## src/rtl/writeback_regfile_if.sv

```systemverilog
// Bundles the memory-stage results, pipeline controls, decode read ports and
// forwarding/perf outputs of the write-back stage into one port.
interface writeback_regfile_if #(
    parameter int DATA_W     = 32,
    parameter int REG_ADDR_W = 5
);
    logic                  ctrl_regWrite;
    logic                  ctrl_memToReg;
    logic [DATA_W-1:0]     read_data_from_mem;
    logic [DATA_W-1:0]     alu_result;
    logic [REG_ADDR_W-1:0] write_reg;
    logic                  in_valid;
    logic                  stall;
    logic                  flush;
    logic [REG_ADDR_W-1:0] read_reg1;
    logic [REG_ADDR_W-1:0] read_reg2;
    logic [DATA_W-1:0]     read_data1;
    logic [DATA_W-1:0]     read_data2;
    logic                  wb_valid;
    logic [REG_ADDR_W-1:0] wb_reg;
    logic [DATA_W-1:0]     wb_data;
    logic [31:0]           retire_count;

    modport master (
        output ctrl_regWrite, ctrl_memToReg, read_data_from_mem, alu_result,
               write_reg, in_valid, stall, flush, read_reg1, read_reg2,
        input  read_data1, read_data2, wb_valid, wb_reg, wb_data, retire_count
    );

    modport slave (
        input  ctrl_regWrite, ctrl_memToReg, read_data_from_mem, alu_result,
               write_reg, in_valid, stall, flush, read_reg1, read_reg2,
        output read_data1, read_data2, wb_valid, wb_reg, wb_data, retire_count
    );
endinterface

```

## src/rtl/writeback_regfile.sv

```systemverilog
// MIPS write-back stage: MEM/WB pipeline register, 32 x 32 register file with
// write-through bypass on both read ports, and a retired-instruction counter.
module writeback_regfile #(
    parameter int DATA_W     = 32,
    parameter int REG_ADDR_W = 5
) (
    input  logic               clk,
    input  logic               reset,
    writeback_regfile_if.slave bus
);
    localparam int                    NUM_REGS = 2 ** REG_ADDR_W;
    localparam logic [REG_ADDR_W-1:0] ZERO_REG = '0;

    logic                  r_valid;
    logic                  r_done;
    logic                  r_reg_write;
    logic                  r_mem_to_reg;
    logic [DATA_W-1:0]     r_mem_data;
    logic [DATA_W-1:0]     r_alu;
    logic [REG_ADDR_W-1:0] r_dest;
    logic [DATA_W-1:0]     r_regs [NUM_REGS];
    logic [31:0]           r_retire_count;

    logic                  w_commit;
    logic                  w_retire;
    logic                  w_reg_we;
    logic                  w_fwd_ok;
    logic [DATA_W-1:0]     w_wb_data;
    logic [DATA_W-1:0]     w_rd1;
    logic [DATA_W-1:0]     w_rd2;

    // A held entry commits once; a flush on the commit edge discards it instead.
    assign w_commit = r_valid & ~r_done;
    assign w_retire = w_commit & ~bus.flush;
    assign w_reg_we = w_retire & r_reg_write & (r_dest != ZERO_REG);
    assign w_fwd_ok = w_commit & r_reg_write & (r_dest != ZERO_REG);

    // MEM/WB pipeline register: flush beats stall beats load.
    always_ff @(posedge clk or negedge reset) begin
        if (!reset) begin
            r_valid      <= 1'b0;
            r_done       <= 1'b0;
            r_reg_write  <= 1'b0;
            r_mem_to_reg <= 1'b0;
            r_mem_data   <= '0;
            r_alu        <= '0;
            r_dest       <= '0;
        end else if (bus.flush) begin
            r_valid <= 1'b0;
            r_done  <= 1'b0;
        end else if (bus.stall) begin
            if (w_commit) begin
                r_done <= 1'b1;
            end
        end else begin
            r_valid      <= bus.in_valid;
            r_done       <= 1'b0;
            r_reg_write  <= bus.ctrl_regWrite;
            r_mem_to_reg <= bus.ctrl_memToReg;
            r_mem_data   <= bus.read_data_from_mem;
            r_alu        <= bus.alu_result;
            r_dest       <= bus.write_reg;
        end
    end

    // Write-back source select from the registered fields.
    always_comb begin
        w_wb_data = r_alu;
        if (r_mem_to_reg) begin
            w_wb_data = r_mem_data;
        end else begin
            w_wb_data = r_alu;
        end
    end

    // Architectural register file; entry 0 is never written.
    always_ff @(posedge clk or negedge reset) begin
        if (!reset) begin
            for (int i = 0; i < NUM_REGS; i++) begin
                r_regs[i] <= '0;
            end
        end else if (w_reg_we) begin
            r_regs[r_dest] <= w_wb_data;
        end
    end

    // Retired-instruction counter, wraps naturally at 32 bits.
    always_ff @(posedge clk or negedge reset) begin
        if (!reset) begin
            r_retire_count <= '0;
        end else if (w_retire) begin
            r_retire_count <= r_retire_count + 32'd1;
        end
    end

    // Read ports with write-through bypass of the pending commit.
    always_comb begin
        w_rd1 = '0;
        w_rd2 = '0;
        if (bus.read_reg1 == ZERO_REG) begin
            w_rd1 = '0;
        end else if (w_fwd_ok && (r_dest == bus.read_reg1)) begin
            w_rd1 = w_wb_data;
        end else begin
            w_rd1 = r_regs[bus.read_reg1];
        end
        if (bus.read_reg2 == ZERO_REG) begin
            w_rd2 = '0;
        end else if (w_fwd_ok && (r_dest == bus.read_reg2)) begin
            w_rd2 = w_wb_data;
        end else begin
            w_rd2 = r_regs[bus.read_reg2];
        end
    end

    assign bus.read_data1   = w_rd1;
    assign bus.read_data2   = w_rd2;
    assign bus.wb_valid     = w_commit;
    assign bus.wb_reg       = r_dest;
    assign bus.wb_data      = w_wb_data;
    assign bus.retire_count = r_retire_count;
endmodule

```

## src/flat_wrapper.sv

```systemverilog
// flat-port wrapper written by rule: the top's interface ports become plain ports
module writeback_regfile_flat 
#(
    parameter int DATA_W     = 32,
    parameter int REG_ADDR_W = 5
)
  (clk, reset, bus_ctrl_regWrite, bus_ctrl_memToReg, bus_read_data_from_mem, bus_alu_result, bus_write_reg, bus_in_valid, bus_stall, bus_flush, bus_read_reg1, bus_read_reg2, bus_read_data1, bus_read_data2, bus_wb_valid, bus_wb_reg, bus_wb_data, bus_retire_count);
  writeback_regfile_if #(.DATA_W(DATA_W), .REG_ADDR_W(REG_ADDR_W)) bus_i ();
  input  logic clk;
  input  logic reset;
  input wire logic [$bits(bus_i.ctrl_regWrite)-1:0] bus_ctrl_regWrite;
  input wire logic [$bits(bus_i.ctrl_memToReg)-1:0] bus_ctrl_memToReg;
  input wire logic [$bits(bus_i.read_data_from_mem)-1:0] bus_read_data_from_mem;
  input wire logic [$bits(bus_i.alu_result)-1:0] bus_alu_result;
  input wire logic [$bits(bus_i.write_reg)-1:0] bus_write_reg;
  input wire logic [$bits(bus_i.in_valid)-1:0] bus_in_valid;
  input wire logic [$bits(bus_i.stall)-1:0] bus_stall;
  input wire logic [$bits(bus_i.flush)-1:0] bus_flush;
  input wire logic [$bits(bus_i.read_reg1)-1:0] bus_read_reg1;
  input wire logic [$bits(bus_i.read_reg2)-1:0] bus_read_reg2;
  output wire logic [$bits(bus_i.read_data1)-1:0] bus_read_data1;
  output wire logic [$bits(bus_i.read_data2)-1:0] bus_read_data2;
  output wire logic [$bits(bus_i.wb_valid)-1:0] bus_wb_valid;
  output wire logic [$bits(bus_i.wb_reg)-1:0] bus_wb_reg;
  output wire logic [$bits(bus_i.wb_data)-1:0] bus_wb_data;
  output wire logic [$bits(bus_i.retire_count)-1:0] bus_retire_count;
  assign bus_i.ctrl_regWrite = bus_ctrl_regWrite;
  assign bus_i.ctrl_memToReg = bus_ctrl_memToReg;
  assign bus_i.read_data_from_mem = bus_read_data_from_mem;
  assign bus_i.alu_result = bus_alu_result;
  assign bus_i.write_reg = bus_write_reg;
  assign bus_i.in_valid = bus_in_valid;
  assign bus_i.stall = bus_stall;
  assign bus_i.flush = bus_flush;
  assign bus_i.read_reg1 = bus_read_reg1;
  assign bus_i.read_reg2 = bus_read_reg2;
  assign bus_read_data1 = bus_i.read_data1;
  assign bus_read_data2 = bus_i.read_data2;
  assign bus_wb_valid = bus_i.wb_valid;
  assign bus_wb_reg = bus_i.wb_reg;
  assign bus_wb_data = bus_i.wb_data;
  assign bus_retire_count = bus_i.retire_count;
  writeback_regfile #(.DATA_W(DATA_W), .REG_ADDR_W(REG_ADDR_W)) u_core (.clk(clk), .reset(reset), .bus(bus_i));
endmodule
```

## config.mk

```make
export PLATFORM = sky130hd
export DESIGN_NAME = writeback_regfile_flat
export DESIGN_NICKNAME = d
export VERILOG_FILES = /design/src/rtl/writeback_regfile_if.sv /design/src/rtl/writeback_regfile.sv /design/src/flat_wrapper.sv
export SDC_FILE = /design/constraint.sdc
export NUM_CORES = 2
export LEC_CHECK = 0
export CORE_ASPECT_RATIO = 1.1
export CORE_MARGIN = 5
export CORE_UTILIZATION = 40
export CTS_BUF_LIST = sky130_fd_sc_hd__clkbuf_2 sky130_fd_sc_hd__clkbuf_4 sky130_fd_sc_hd__clkbuf_8
export DETAILED_ROUTE_END_ITERATION = 8
export PLACE_DENSITY = 0.56
export SYNTH_ARGS = -nofsm -noshare
export SYNTH_HDL_FRONTEND = slang
export SYNTH_SLANG_ARGS = --single-unit
```

## constraint.sdc

```tcl
create_clock -name clk -period 7.1 [get_ports clk]
set_input_delay 1.775 -clock clk [delete_from_list [all_inputs] [get_ports clk]]
set_output_delay 1.775 -clock clk [all_outputs]
set_load 0.005 [all_outputs]
```

==> run summary <==
Final antenna-violating net count -> 0
Worst clock skew -> 0.04701 ns
Post-route non-filler standard cell count -> 7393
Final-layout setup total negative slack -> 0 ns
Primary FF master, synth -> sky130_fd_sc_hd__dfrtp_1
Max Clock Freq -> 142.9 MHz
Top-Level Pins -> 220
Average size of a mapped cell -> 11.00 µm²
Number of detailed-route iterations in the first pass -> 5
Endpoint of the worst register-to-register path -> u_core.r_regs[339]
GRT Residual Overflow -> 0
Number of DRC violations after detailed-routing iteration 0 -> 4421
Wire length on met3 -> 16070 µm
Post-layout total power -> 16.46 mW
Share of cells above drive strength 1 -> 0.2063
Most common cell after layout, fill and taps aside -> sky130_fd_sc_hd__dfrtp_1
Synth Register Bits -> 1129
Reg2Reg Launch Point -> u_core.r_done
Total track usage -> 0.2744
HP Start -> u_core.r_regs[1011]
Post-CTS Setup Bufs -> 0
Per-cell routed wire length -> 28.69 µm
CTS H-Tree Depth -> 4
Die area -> 152400 µm²
Gate count of the mapped netlist -> 5261
Inserted Clock Buffers -> 197
Uppermost routed layer -> met5
Via count of the routed design -> 44.35k
Number of flip-flops under the largest register name -> 1024
Floorplan core area -> 143900 µm²
Maximum vdd drop -> 0.1617 mV
Sequential-to-total area share from yosys stat -> 0.4880
Routed via count divided by cell count -> 5.999
Crit path launch type -> primary input
Setup repair after global routing missed its margin -> false
Die boundary width -> 372.7 µm
Register with the most flip-flops -> u_core.r_regs
Critical path data arrival time -> 5.22 ns
Worst Path Required -> 5.33 ns
Yosys warning count -> 0
Detailed-route wire length on metal 1 -> 84930 µm
Max-cap violations -> 0
Hold WS -> 0.3913 ns
Instance count after placement with tap cells included -> 7043
Die height -> 409.0 µm
Time the final worst path needs with I/O delays and setup -> 6.997 ns
Pin count of the biggest net entering global routing -> 171
Slew at the pin with the worst max-slew slack -> 1.182 ns
Final Hold Fails -> 0
Vias in the first global route -> 44.35k
Total half-perimeter wirelength after legalization and detailed placement -> 128500 µm
Result of the run -> complete, no violations
Nets in the synthesized netlist -> 5348
Mapped cell area -> 57890 µm²
PwrDens -> 247.5 nW/µm²
Ys async rst share -> 1.000
Maximum count of clock buffers along a single path -> 3
Clk Tree Root Cell -> sky130_fd_sc_hd__clkbuf_8
Capturing element type of the critical path -> primary output
FF-to-FF setup slack -> 3.76 ns
CTS tree -> built
Number of slew-limit violations in the final report -> 0
Relative area change from synthesis to final layout -> 14.88%
Cells on worst reg2reg path -> 7
Antenna violations before repair -> 10
Leakage -> 28.72 nW
Fin crit share -> 0.9855
Class of the worst hold path -> reg2reg
Worst skew pair latency -> 0.92 ns
Highest-count cells in the layout ignoring fill and taps -> 1128 x sky130_fd_sc_hd__dfrtp_1, 841 x sky130_fd_sc_hd__nand2_1, 808 x sky130_fd_sc_hd__o21ai_0
Routed wire length on met2 -> 100600 µm
Total of endpoints with negative setup slack in the final report -> 0
Post-CTS Hold Fix Bufs -> 0
Placed standard-cell area -> 62370 µm²
Port bufs -> 219
Number of distinct library cells after synthesis -> 65
Final weighted congestion in routability-driven placement -> 0.8459
Floorplan row count -> 146
Number of design rule violations left after detail routing -> 0
Relative slew margins -> 0.2119
Sinks on Clock Net -> 1129
Worst setup path category -> in2out
Nets@finish -> 5405
Number of enable-type register cells in the synthesized netlist -> 0
Worst hold path endpoint -> u_core.r_regs[1011]
Routed WL -> 212100 µm
Count of cells along the worst hold path -> 0
Clock slew at reported path FFs -> 0.05 ns
Worst-path maximum fanout -> 17
Design Area, Final -> 66510 µm²
Global-route wire length before repair -> 310900 µm
Initial Util -> 0.4022
## kinds of logic (layout without fill, tap and decap cells)
kind of cell | count (synthesis) | in the layout | synth area share
multiplexers | 827 | 827 | 0.2341
buffers and inverters | 596 | 798 | 0.04729
AND/OR/NAND/NOR | 1275 | 1275 | 0.08811
XOR/XNOR | 41 | 41 | 0.006203
flip-flops | 1129 | 1129 | 0.4880
adder cells (fa/ha/maj) | 1 | 1 | 0.0002161
AO/OA/AOI/OAI | 1392 | 1392 | 0.1360
other | 0 | 6 | 0
## final cells by class
class | instances | area, µm²
Inverter | 44 | 168.9
Multi-Input combinational cell | 3536 | 27480
Sequential cell | 1129 | 28260
Antenna cell | 6 | 15.01
Clock buffer | 314 | 3884
Timing Repair Buffer | 410 | 4069
Tap cell | 1924 | 2407
Clock inverter | 30 | 232.7
Fill cell | 13450 | 77440
## synthesized netlist by cell type, types with 3 or more instances
library cell / n / area (µm²)
sky130_fd_sc_hd__nor3_1: 11 / 55.05
sky130_fd_sc_hd__xnor2_1: 28 / 245.2
sky130_fd_sc_hd__a22o_1: 4 / 35.03
sky130_fd_sc_hd__xor2_1: 13 / 113.9
sky130_fd_sc_hd__a221o_1: 22 / 220.2
sky130_fd_sc_hd__nor2b_1: 14 / 87.58
sky130_fd_sc_hd__o22ai_1: 17 / 106.4
sky130_fd_sc_hd__o2bb2ai_1: 3 / 26.28
sky130_fd_sc_hd__a21oi_1: 259 / 1296
sky130_fd_sc_hd__o21ai_1: 50 / 250.2
sky130_fd_sc_hd__buf_4: 36 / 270.3
sky130_fd_sc_hd__a31oi_1: 9 / 56.30
sky130_fd_sc_hd__buf_2: 109 / 545.5
sky130_fd_sc_hd__buf_6: 27 / 304.0
sky130_fd_sc_hd__mux2i_1: 335 / 3353
sky130_fd_sc_hd__and3_1: 9 / 56.30
sky130_fd_sc_hd__inv_1: 41 / 153.9
sky130_fd_sc_hd__nand3_1: 44 / 220.2
sky130_fd_sc_hd__nand2_1: 861 / 3232
sky130_fd_sc_hd__nand4_1: 4 / 25.02
sky130_fd_sc_hd__nor2_1: 289 / 1085
sky130_fd_sc_hd__a221oi_1: 112 / 980.9
sky130_fd_sc_hd__o21ai_0: 808 / 4044
sky130_fd_sc_hd__dfrtp_1: 1129 / 28250
sky130_fd_sc_hd__o2111a_1: 3 / 33.78
sky130_fd_sc_hd__nand2b_1: 12 / 75.07
sky130_fd_sc_hd__mux4_2: 414 / 9324
sky130_fd_sc_hd__mux2_2: 78 / 878.3
sky130_fd_sc_hd__o211ai_1: 7 / 52.55
sky130_fd_sc_hd__o31ai_1: 3 / 22.52
sky130_fd_sc_hd__o311ai_0: 6 / 52.55
sky130_fd_sc_hd__or3_1: 5 / 31.28
sky130_fd_sc_hd__clkbuf_1: 359 / 1348
sky130_fd_sc_hd__a311oi_1: 5 / 43.79
sky130_fd_sc_hd__a211oi_1: 8 / 60.06
sky130_fd_sc_hd__o32ai_1: 3 / 26.28
sky130_fd_sc_hd__a22oi_1: 56 / 420.4
sky130_fd_sc_hd__nor3b_1: 4 / 30.03
sky130_fd_sc_hd__and2_1: 5 / 31.28
sky130_fd_sc_hd__clkinv_1: 3 / 11.26
sky130_fd_sc_hd__o221ai_1: 9 / 78.83
sky130_fd_sc_hd__buf_1: 18 / 67.56
## timing repair
action,in CTS,in global routing
endpoints found under the setup margin,3,0
hold endpoints to repair,0,0
resized for setup,2,0
## layer usage
metal | GRT usage | up-vias
li1 | - | 19190
met1 | 0.3591 | 22740
met4 | 0.1258 | 6
met5 | 0 | -
met3 | 0.05699 | 528
met2 | 0.4418 | 1891
## power by group
part | internal (mW) | switching (mW)
Sequential | 6.93 | 0.418
Clock | 3.51 | 2.84
Combinational | 1.14 | 1.62
Total | 11.6 | 4.88
## metrics by stage
step / util / setup WS (ns)
final: 0.4620 / 0.1029
after global routing: 0.4620 / 0.1184
after CTS: 0.4619 / 0.2491
after detailed placement: 0.4333 / 0.1892
after global placement: 0.4333 / 0.2302
after floorplan: - / 1.732
## worst max path at each step
stage,startpoint,endpoint,slack (ns),cells past startpoint
after detailed placement,bus_read_reg1[2],bus_read_data1[20],0.19,9
after floorplan,bus_read_reg1[0],bus_read_data1[29],1.73,8
after CTS,u_core.bus.wb_reg[3],bus_read_data1[20],0.25,9
final,bus_read_reg1[2],bus_read_data1[20],0.10,9
after global routing,bus_read_reg1[0],bus_read_data1[20],0.12,10
after global placement,bus_read_reg1[2],bus_read_data1[20],0.23,9
## critical path, cell delays in order
cell	delay, ns
sky130_fd_sc_hd__buf_4	0.31
sky130_fd_sc_hd__xnor2_1	0.17
sky130_fd_sc_hd__nand3_1	0.08
sky130_fd_sc_hd__or4_2	0.81
sky130_fd_sc_hd__clkinv_2	0.34
sky130_fd_sc_hd__nor3_1	0.11
sky130_fd_sc_hd__a221oi_1	0.85
sky130_fd_sc_hd__buf_4	0.24
sky130_fd_sc_hd__clkdlybuf4s50_1	0.50
Note: power is estimated with default switching activity, not from simulation.
